### src/rtl/proj_base_streamer.sv
// -----------------------------------------------------------------------------
// proj_base_streamer
//
// Transmit side of the base-stream interface that feeds the MinHash pipeline.
// A host/DMA source offers a read length and a stream of packed base words.
// The block serializes each read at one base per cycle, marks the first
// base with out_start and the final base with out_last.
//
// Optional feature macro: BASE_STREAMER_STATS_EN
//   When defined, adds the saturating counters reads_done and stall_cycles.
//
// Ports
//   clk            in   rising-edge clock
//   rst            in   synchronous active-high reset
//   in_len         in   read length in bases
//   in_len_valid   in   length offer
//   in_len_ready   out  high only while IDLE
//   in_word        in   packed bases, base i at [i*BASE_LEN +: BASE_LEN]
//   in_word_valid  in   word offer
//   in_word_ready  out  word FIFO not full
//   out_data       out  base value (0 when out_valid is low)
//   out_valid      out  out_data carries a read base
//   out_start      out  pulse with the first base of a read
//   out_last       out  high with the final base of a read
//   busy           out  state is not IDLE
//   underrun       out  sticky: FIFO ran dry mid-read, cleared by rst only
//   reads_done     out  (stats build) completed reads, saturating
//   stall_cycles   out  (stats build) underrun stall cycles, saturating
// -----------------------------------------------------------------------------
module proj_base_streamer #(
  parameter int BASE_LEN   = 2,
  parameter int WORD_BASES = 16,
  parameter int LEN_W      = 16,
  parameter int FIFO_DEPTH = 4
) (
  input  logic                           clk,
  input  logic                           rst,
  input  logic [LEN_W-1:0]               in_len,
  input  logic                           in_len_valid,
  output logic                           in_len_ready,
  input  logic [WORD_BASES*BASE_LEN-1:0] in_word,
  input  logic                           in_word_valid,
  output logic                           in_word_ready,
  output logic [BASE_LEN-1:0]            out_data,
  output logic                           out_valid,
  output logic                           out_start,
  output logic                           out_last,
  output logic                           busy,
  output logic                           underrun
`ifdef BASE_STREAMER_STATS_EN
  ,
  output logic [15:0]                    reads_done,
  output logic [15:0]                    stall_cycles
`endif
);

  localparam int WORD_W = WORD_BASES * BASE_LEN;
  localparam int OFF_W  = $clog2(WORD_BASES);
  localparam int PTR_W  = $clog2(FIFO_DEPTH);
  localparam int CNT_W  = PTR_W + 1;

  typedef enum logic [1:0] {
    IDLE   = 2'd0,
    PRIME  = 2'd1,
    STREAM = 2'd2
  } state_t;

  state_t state_q, state_d;

  // Word FIFO
  logic [WORD_W-1:0] fifo_mem [FIFO_DEPTH];
  logic [PTR_W-1:0]  wr_ptr_q, rd_ptr_q;
  logic [CNT_W-1:0]  count_q;
  logic              fifo_empty;
  logic              push, pop;

  // Read bookkeeping
  logic [LEN_W-1:0]  len_q;
  logic [LEN_W-1:0]  base_idx_q;
  logic [OFF_W-1:0]  off_q;

  logic [LEN_W:0]    words_needed;
  logic [LEN_W:0]    prime_target;
  logic              prime_ok;
  logic              len_accept;
  logic              emit, stall;
  logic              is_final, word_end;
  logic [WORD_W-1:0] cur_word;
  logic [BASE_LEN-1:0] cur_base;

  // ---------------------------------------------------------------------------
  // Handshakes and FIFO status
  // ---------------------------------------------------------------------------
  assign in_len_ready  = (state_q == IDLE);
  assign in_word_ready = (count_q != CNT_W'(FIFO_DEPTH));
  assign busy          = (state_q != IDLE);
  assign fifo_empty    = (count_q == '0);
  assign push          = in_word_valid && in_word_ready;
  assign len_accept    = in_len_valid && in_len_ready && (in_len != '0);

  // Words needed for the read, computed one bit wider so a maximal length
  // cannot wrap. PRIME waits for all of them, or a full FIFO if there are more.
  assign words_needed = ({1'b0, len_q} + (LEN_W+1)'(WORD_BASES - 1)) >> OFF_W;
  assign prime_target = (words_needed > (LEN_W+1)'(FIFO_DEPTH))
                      ? (LEN_W+1)'(FIFO_DEPTH) : words_needed;
  assign prime_ok     = ((LEN_W+1)'(count_q) >= prime_target);

  // ---------------------------------------------------------------------------
  // Base selection from the head word
  // ---------------------------------------------------------------------------
  assign cur_word = fifo_mem[rd_ptr_q];
  assign cur_base = cur_word[int'(off_q)*BASE_LEN +: BASE_LEN];

  assign is_final = (base_idx_q == len_q - LEN_W'(1));
  assign word_end = (off_q == OFF_W'(WORD_BASES - 1));

  // A base can only be emitted when the head word is present; otherwise the
  // read stalls without advancing the base index.
  assign emit  = (state_q == STREAM) && !fifo_empty;
  assign stall = (state_q == STREAM) &&  fifo_empty;
  // The final word is popped even if it has unused bases left in it.
  assign pop   = emit && (word_end || is_final);

  // ---------------------------------------------------------------------------
  // Next-state logic
  // ---------------------------------------------------------------------------
  always_comb begin
    // NOTE: assigning the default first keeps every path covered, so no latch
    // is inferred for state_d.
    state_d = state_q;
    unique case (state_q)
      IDLE:    if (len_accept)        state_d = PRIME;
      PRIME:   if (prime_ok)          state_d = STREAM;
      STREAM:  if (emit && is_final)  state_d = IDLE;
      default:                        state_d = IDLE;
    endcase
  end

  // ---------------------------------------------------------------------------
  // State, counters, registered outputs
  // ---------------------------------------------------------------------------
  // NOTE: sequential state uses non-blocking assignments so every register
  // samples pre-edge values, independent of statement order.
  always_ff @(posedge clk) begin
    if (rst) begin
      state_q    <= IDLE;
      len_q      <= '0;
      base_idx_q <= '0;
      off_q      <= '0;
      out_data   <= '0;
      out_valid  <= 1'b0;
      out_start  <= 1'b0;
      out_last   <= 1'b0;
      underrun   <= 1'b0;
    end else begin
      state_q <= state_d;

      if (len_accept) begin
        len_q      <= in_len;
        base_idx_q <= '0;
        off_q      <= '0;
      end

      out_valid <= emit;
      out_data  <= emit ? cur_base : '0;
      out_start <= emit && (base_idx_q == '0);
      out_last  <= emit && is_final;

      if (emit) begin
        base_idx_q <= base_idx_q + LEN_W'(1);
        off_q      <= pop ? '0 : off_q + OFF_W'(1);
      end

      if (stall) underrun <= 1'b1;
    end
  end

  // ---------------------------------------------------------------------------
  // FIFO pointers and occupancy
  // ---------------------------------------------------------------------------
  always_ff @(posedge clk) begin
    if (rst) begin
      wr_ptr_q <= '0;
      rd_ptr_q <= '0;
      count_q  <= '0;
    end else begin
      if (push) wr_ptr_q <= wr_ptr_q + PTR_W'(1);
      if (pop)  rd_ptr_q <= rd_ptr_q + PTR_W'(1);
      unique case ({push, pop})
        2'b10:   count_q <= count_q + CNT_W'(1);
        2'b01:   count_q <= count_q - CNT_W'(1);
        default: count_q <= count_q;
      endcase
    end
  end

  // NOTE: the storage array has no reset; the pointers and count define which
  // entries are meaningful, so stale contents are never observed.
  always_ff @(posedge clk) begin
    if (push) fifo_mem[wr_ptr_q] <= in_word;
  end

`ifdef BASE_STREAMER_STATS_EN
  // ---------------------------------------------------------------------------
  // Saturating statistics
  // ---------------------------------------------------------------------------
  always_ff @(posedge clk) begin
    if (rst) begin
      reads_done   <= '0;
      stall_cycles <= '0;
    end else begin
      if (emit && is_final && (reads_done != 16'hFFFF))
        reads_done <= reads_done + 16'd1;
      if (stall && (stall_cycles != 16'hFFFF))
        stall_cycles <= stall_cycles + 16'd1;
    end
  end
`endif

endmodule

### config.mk
export PLATFORM = sky130hd
export DESIGN_NAME = proj_base_streamer
export DESIGN_NICKNAME = d
export VERILOG_FILES = /design/src/rtl/proj_base_streamer.sv
export SDC_FILE = /design/constraint.sdc
export NUM_CORES = 1
export LEC_CHECK = 0
export CAP_MARGIN = 0
export CORE_UTILIZATION = 50
export CTS_CLUSTER_DIAMETER = 200
export DETAILED_ROUTE_END_ITERATION = 7
export PLACE_DENSITY = 0.7
export SLEW_MARGIN = 25
export SYNTH_ARGS = -nofsm -noshare
export SYNTH_HDL_FRONTEND = slang
export SYNTH_SLANG_ARGS = --single-unit
### constraint.sdc
create_clock -name clk -period 7.19 [get_ports clk]
set_clock_uncertainty 0.2 [all_clocks]
set_input_delay 1.0785 -clock clk [delete_from_list [all_inputs] [get_ports clk]]
set_output_delay 1.0785 -clock clk [all_outputs]
set_load 0.02 [all_outputs]
## Yosys cells after proc, flatten, opt, wreduce, memory -nomap -nowiden

Memory sizes are Yosys's and may differ from the RTL's. A register that Yosys moved wholly into a read port is not among the register bits.
Cells that the tools add are included.

| storage, ports and cells | value |
|---|---|
| input bits | 52 |
| memories | 1 |
| RAM bits | 128 |
| register bits | 51 |

Memory list:

| memory | depth | bits a word | rd ports | clocked after memory_dff | write ports | RTL line | source |
|---|---|---|---|---|---|---|---|
| fifo_mem | 4 | 32 | 1 | 1 | 1 | 71 | `logic [WORD_W-1:0] fifo_mem [FIFO_DEPTH];` |

| cells by class | value |
|---|---|
| $add $sub $neg | 8 |
| eq/ne operators | 10 |
| order comparisons | 2 |
| shifts and indexed selects | 1 |
| bitwise logic cells | 1 |
| multiplexer cells | 15 |
| reduce and logical (&&, ||, !) cells | 19 |

Operators by type and width:

| operator | count |
|---|---|
| two-way mux 16 bit | 2 |
| indexed part select 32 x 6 -> 2 bit | 1 |
| adder 16 x 4 -> 17 bit (second input constant) | 1 |
| adder 16 x 1 -> 16 bit (second input constant) | 1 |
| == test 16 bit | 1 |
| logical NOT 16 bit | 1 |
| nonzero test 16 bit | 1 |
| subtractor 16 x 1 -> 16 bit (second input constant) | 1 |
| greater-or-equal comparator 3 x 13 -> 1 bit | 1 |
| greater-than comparator 13 x 3 -> 1 bit (second input constant) | 1 |
| two-way mux 13 bit | 1 |
| two-way mux 4 bit | 3 |
| two-way mux 2 bit | 5 |
| logical AND 1 bit | 8 |
| case mux 2 bit (3 select lines) | 1 |
| case mux 3 bit (2 select lines) | 1 |
| nonzero test 2 bit | 3 |
| adder 2 x 1 -> 2 bit (second input constant) | 2 |
| adder 4 x 1 -> 4 bit (second input constant) | 1 |
| == test 2 x 1 -> 1 bit (second input constant) | 2 |
| == test 2 bit (second input constant) | 2 |
| == test 4 bit (second input constant) | 1 |
| inequality test 2 x 1 -> 1 bit (second input constant) | 2 |
| adder 3 x 1 -> 3 bit (second input constant) | 1 |
| 11 further kinds | 12 |

## Logic depth before layout (Yosys ltp)

| logic depth | value |
|---|---|
| word-level depth | 6 |
| depth in mapped cells | 18 |

## Least setup slack after synthesis

Ideal clock, no wire load.

| timing | value |
|---|---|
| path type | reg2reg |
| start | register len_q[0] |
| end | register count_q[2] |
| clock period less this slack | 3.637 ns |
| library setup time | 0.070 ns |
| path slack | 3.553 ns |
| required time | 6.920 ns |
| arrival time | 3.367 ns |
| path buffers | 1 |
| stages on the path, launching flop included | 16 |
| cell sequence | dfxtp_1 > inv_1 > ha_1 > or3b_1 > clkbuf_1 > xnor2_1 > or3_1 > a31oi_1 > nand4_2 > a21oi_4 > ha_1 > inv_1 > fa_1 > xor2_1 > or3_1 > a21oi_1 |

| between the ends | value |
|---|---|
| cells in the longest elaborated chain, start to end | 6 |
| elaborated cells on any way between the ends | 8 |

RTL lines:

| item | RTL line | source |
|---|---|---|
| start: declaration | 78 | `logic [LEN_W-1:0] len_q;` |
| start signal: assignment | 159 | `len_q <= in_len;` |
| subtractor 16 x 1 -> 16 bit (*) | 114 | `assign is_final = (base_idx_q == len_q - LEN_W'(1));` |
| == test 16 bit (*) | 114 |  |
| logical OR 1 bit (*) | 122 | `assign pop = emit && (word_end \|\| is_final);` |
| logical AND 1 bit (*) | 122 |  |
| named net pop | 75 | `logic push, pop;` |
| == test 2 x 1 -> 1 bit or == test 2 bit (tied branches) | 189 | `unique case ({push, pop})` |
| case mux 3 bit (2 select lines) or nonzero test 2 bit (tied branches) | -- |  |
| end signal: assignment | 190 | `2'b10: count_q <= count_q + CNT_W'(1);` |
| end signal: assignment | 191 | `2'b01: count_q <= count_q - CNT_W'(1);` |
| end signal: assignment | 192 | `default: count_q <= count_q;` |
| end: declaration | 73 | `logic [CNT_W-1:0] count_q;` |

Mark *: on every way through the listed nets, which the timed path passes. The rest lies on a longest branch.
A chain may end at the register's enable or synchronous reset.

## Final worst setup path

Ends and elaborated chain as after synthesis.

==> impl_metrics.py <==
metrics = {
    "sta": {
        "hold_viol": 0,
        "relSlewSlack": 0.4363,
        "maxSlewViolCount": 0,
        "holdWs_ns": 0.2987,
        "rsz0062_at_grt": "false",
        "post-route-worst-setup-slack_ns": 3.194,
        "fin_crit_sh": 0.5558,
        "finalCriticalPeriod_ns": 3.996,
        "worst_slew_pin_slew_ns": 0.8455,
        "finalSetupTns_ns": 0,
        "timing.fmax_mhz": 250.3,
        "setup_violations": 0,
    },
    "routing": {
        "wire_per_inst_um": 18.80,
        "vias_per_cell": 5.894,
        "ant_nets": 0,
        "drt-initial-drc-count": 351,
        "wl_um": 16510,
        "dr.pass1.iters": 5,
        "vias": 5175,
        "drc": 0,
    },
    "logic_synthesis": {
        "synth_top_cell_by_area": "edfxtp_1",
        "synthCells": 600,
        "synthArstFlopShare": 0,
        "yosysMostFrequentCell": "edfxtp_1",
        "syn_area_per_cell_um2": 13.60,
        "synth_top_family_by_area": "multiplexers",
        "synthAdderAreaFrac": 0.02086,
        "netlist_area_um2": 8159,
        "yosys_warnings": 0,
        "yosys-top-cells-count": "edfxtp_1, nor2_1, dfxtp_1",
        "synth-edff-count": 128,
        "synth_flop_cell": "edfxtp_1",
        "synth-compound-area-share": 0.05398,
        "synth_xor_area_frac": 0.03220,
        "yosys.area_share.simple": 0.1205,
        "ys_seq_area_frac": 0.6011,
        "ys_top_cells_by_area": "edfxtp_1, dfxtp_1, mux4_2, nor2_1, xnor2_1",
        "synth_nets": 665,
        "synthMuxAreaShare": 0.1426,
        "synth-seq-cells": 181,
        "synthDistinctLibCells": 61,
        "synth_top_area_share": 0.4711,
    },
    "worst_setup_path": {
        "critPathLaunchType": "register",
        "crit_path_max_incr_delay_ns": 0.48,
        "critPathArrivalTime_ns": 4.16,
        "criticalPathCategory": "reg2reg",
        "r2r-end": "count_q[2]",
        "cp-end-kind": "register",
        "cp_slowest_cell": "or3b_1",
        "cp_cell_sequence": "inv_1 -> ha_1 -> or3b_1 -> xnor2_1 -> or3_1 -> a31oi_1 -> nand4_2 -> a21oi_4 -> ha_1 -> inv_1 -> fa_1 -> xor2_1 -> or3_1 -> a21oi_1",
        "reg2reg_from": "len_q[0]",
        "crit_fanout": 8,
        "cp.required_ns": 7.35,
        "r2r_cells": 14,
        "rrSetupSlack_ns": 3.19,
    },
    "final_layout": {
        "drive_gt1_frac": 0.1465,
        "design_area_um2": 9533,
        "area_growth_pct": 16.84,
        "num_antenna_cells": 0,
        "fin_util": 0.6001,
        "finalNetCount": 714,
    },
    "cts": {
        "root_buffer": "clkbuf_16",
        "cts_tree": "done",
        "clock_latency_ns": 0.44,
        "cts.repair.resized": 0,
        "path_clk_slew_ns": 0.07,
        "post_cts.repair.setup_buffers": 0,
        "cts.sinks": 181,
        "postCtsHoldBufs": 0,
        "cts_buffers": 17,
        "cts_max_path_buffers": 2,
        "h-tree-depth": 4,
    },
    "global_route": {
        "grt_pass1_wl_um": 26560,
        "busiest_layer": "met2",
        "first_global_vias": 5101,
        "grt_start_max_net_pins": 50,
        "antenna_found_initial": 0,
        "gr-usage-met1": 0.2718,
        "gr-usage-met2": 0.3677,
        "grt_usage": 0.2146,
        "grt_overflow": 0,
        "grt_util_met3": 0.04387,
    },
    "floorplan": {
        "rows": 46,
        "start_util": 0.5136,
        "die_h_um": 129.7,
        "ios": 61,
        "die_w_um": 129.7,
        "coreArea_um2": 15890,
        "dieArea_um2": 16830,
    },
    "place": {
        "post-place-ws_ns": 3.201,
        "gp_congestion": 0.9331,
        "numPortBuffers": 60,
        "dp_hpwl_um": 10680,
        "placed_area_um2": 8945,
    },
    "power": {
        "vdd_drop_max_mv": 0.2486,
        "power.leakage_nw": 3.224,
        "power_density_nw_per_um2": 255.6,
    },
    "hold_path": {
        "hold_path_end": "underrun",
        "holdCritStartpoint": "underrun",
        "hold_path.class": "reg2reg",
        "whs_path_depth": 2,
    },
    "flow_run": {
        "drv_cap": 0,
    },
    "status": {
        "status": "complete, no violations",
    },
}
sequential cells by signal (all words and copies together), names as in the netlist, named ones only:
signal      count
wr_ptr_q        2
out_start       1
fifo_mem      128
out_data        2
state_q         2
out_valid       1
len_q          16
out_last        1
base_idx_q     16
count_q         3
rd_ptr_q        2
off_q           4
underrun        1
per-layer routing:
layer,vias up,wire length [um],share of wire
li1,2407,-,-
met1,2576,7000,0.42
met2,166,8437,0.51
met3,26,796,0.048
met4,0,272,0.016
met5,-,0,0
critical path, delay by kind of cell, from the launching register on:
kind / cells / cell delay (ns)
xor+xnor: 2 / 0.34
flops: 1 / 0.37
buf+inv: 2 / 0.14
simple gates: 4 / 1.42
fa+ha+maj: 3 / 0.76
compound gates: 3 / 0.69
stage by stage:
step / cells / power (mW)
global route: 878 / 2.523
detailed placement: 846 / 1.535
finish: 878 / 2.436
global placement: 846 / 1.527
floorplan: 600 / 1.426
CTS: 878 / 2.451
area by class of cell:
| type | count | area (um^2) |
|---|---|---|
| timing repair buffer | 70 | 675.6 |
| tap | 216 | 270.3 |
| clock inverter | 15 | 162.7 |
| multi-input combinational | 360 | 3020 |
| fill | 1231 | 6352 |
| sequential | 181 | 4907 |
| clock buffer | 17 | 425.4 |
| inverter | 19 | 71.32 |
worst max-delay path by stage:
stage                     slack (ns)  cells past startpoint         end  startpoint
after floorplan                 3.55                     15  count_q[2]    len_q[0]
after global placement          3.35                     14  count_q[2]    len_q[0]
after detailed placement        3.20                     12  count_q[2]    len_q[5]
after CTS                       3.19                     12  count_q[2]    len_q[5]
after global routing            2.92                     12  count_q[2]    len_q[5]
final                           3.19                     14  count_q[2]    len_q[0]
where the power goes:
group          total, mW  internal (mW)  switching, mW  leakage [nW]
registers           1.22           1.17         0.0473          1.61
logic              0.297          0.146          0.150          1.33
clock network      0.924          0.494          0.430         0.288
total               2.44           1.81          0.628          3.22
cells in the final DEF (no fill, tap or decap), types with 6 or more instances in the layout:
cell type        Yosys  routed
mux4_2              42      42
xnor2_1             19      19
nand3_1             19      19
nor3_1               9       9
nand2_1             33      33
and3_1               8       8
inv_1               19      19
nor2_1              55      55
xor2_1              11      11
clkbuf_16            0      17
mux2i_1             15      15
o21ai_0             13      13
edfxtp_1           128     128
a21oi_1             17      17
nand4_1              9       9
or4_1                6       6
buf_4                0      10
ha_1                12      12
and2_1               6       6
nor4_1              16      16
clkdlybuf4s50_1      0      60
dfxtp_1             53      51
kinds of logic (layout without fill, tap and decap cells):
logic type,after synthesis,count (layout)
adders and majority gates,13,13
xor gates and xnor gates,30,30
AOI/OAI and AO/OA,64,64
and+or+nand+nor,190,190
muxes,63,63
DFF,181,181
buffers and inverters,59,121
No activity file was read; power rests on OpenSTA's default activity.
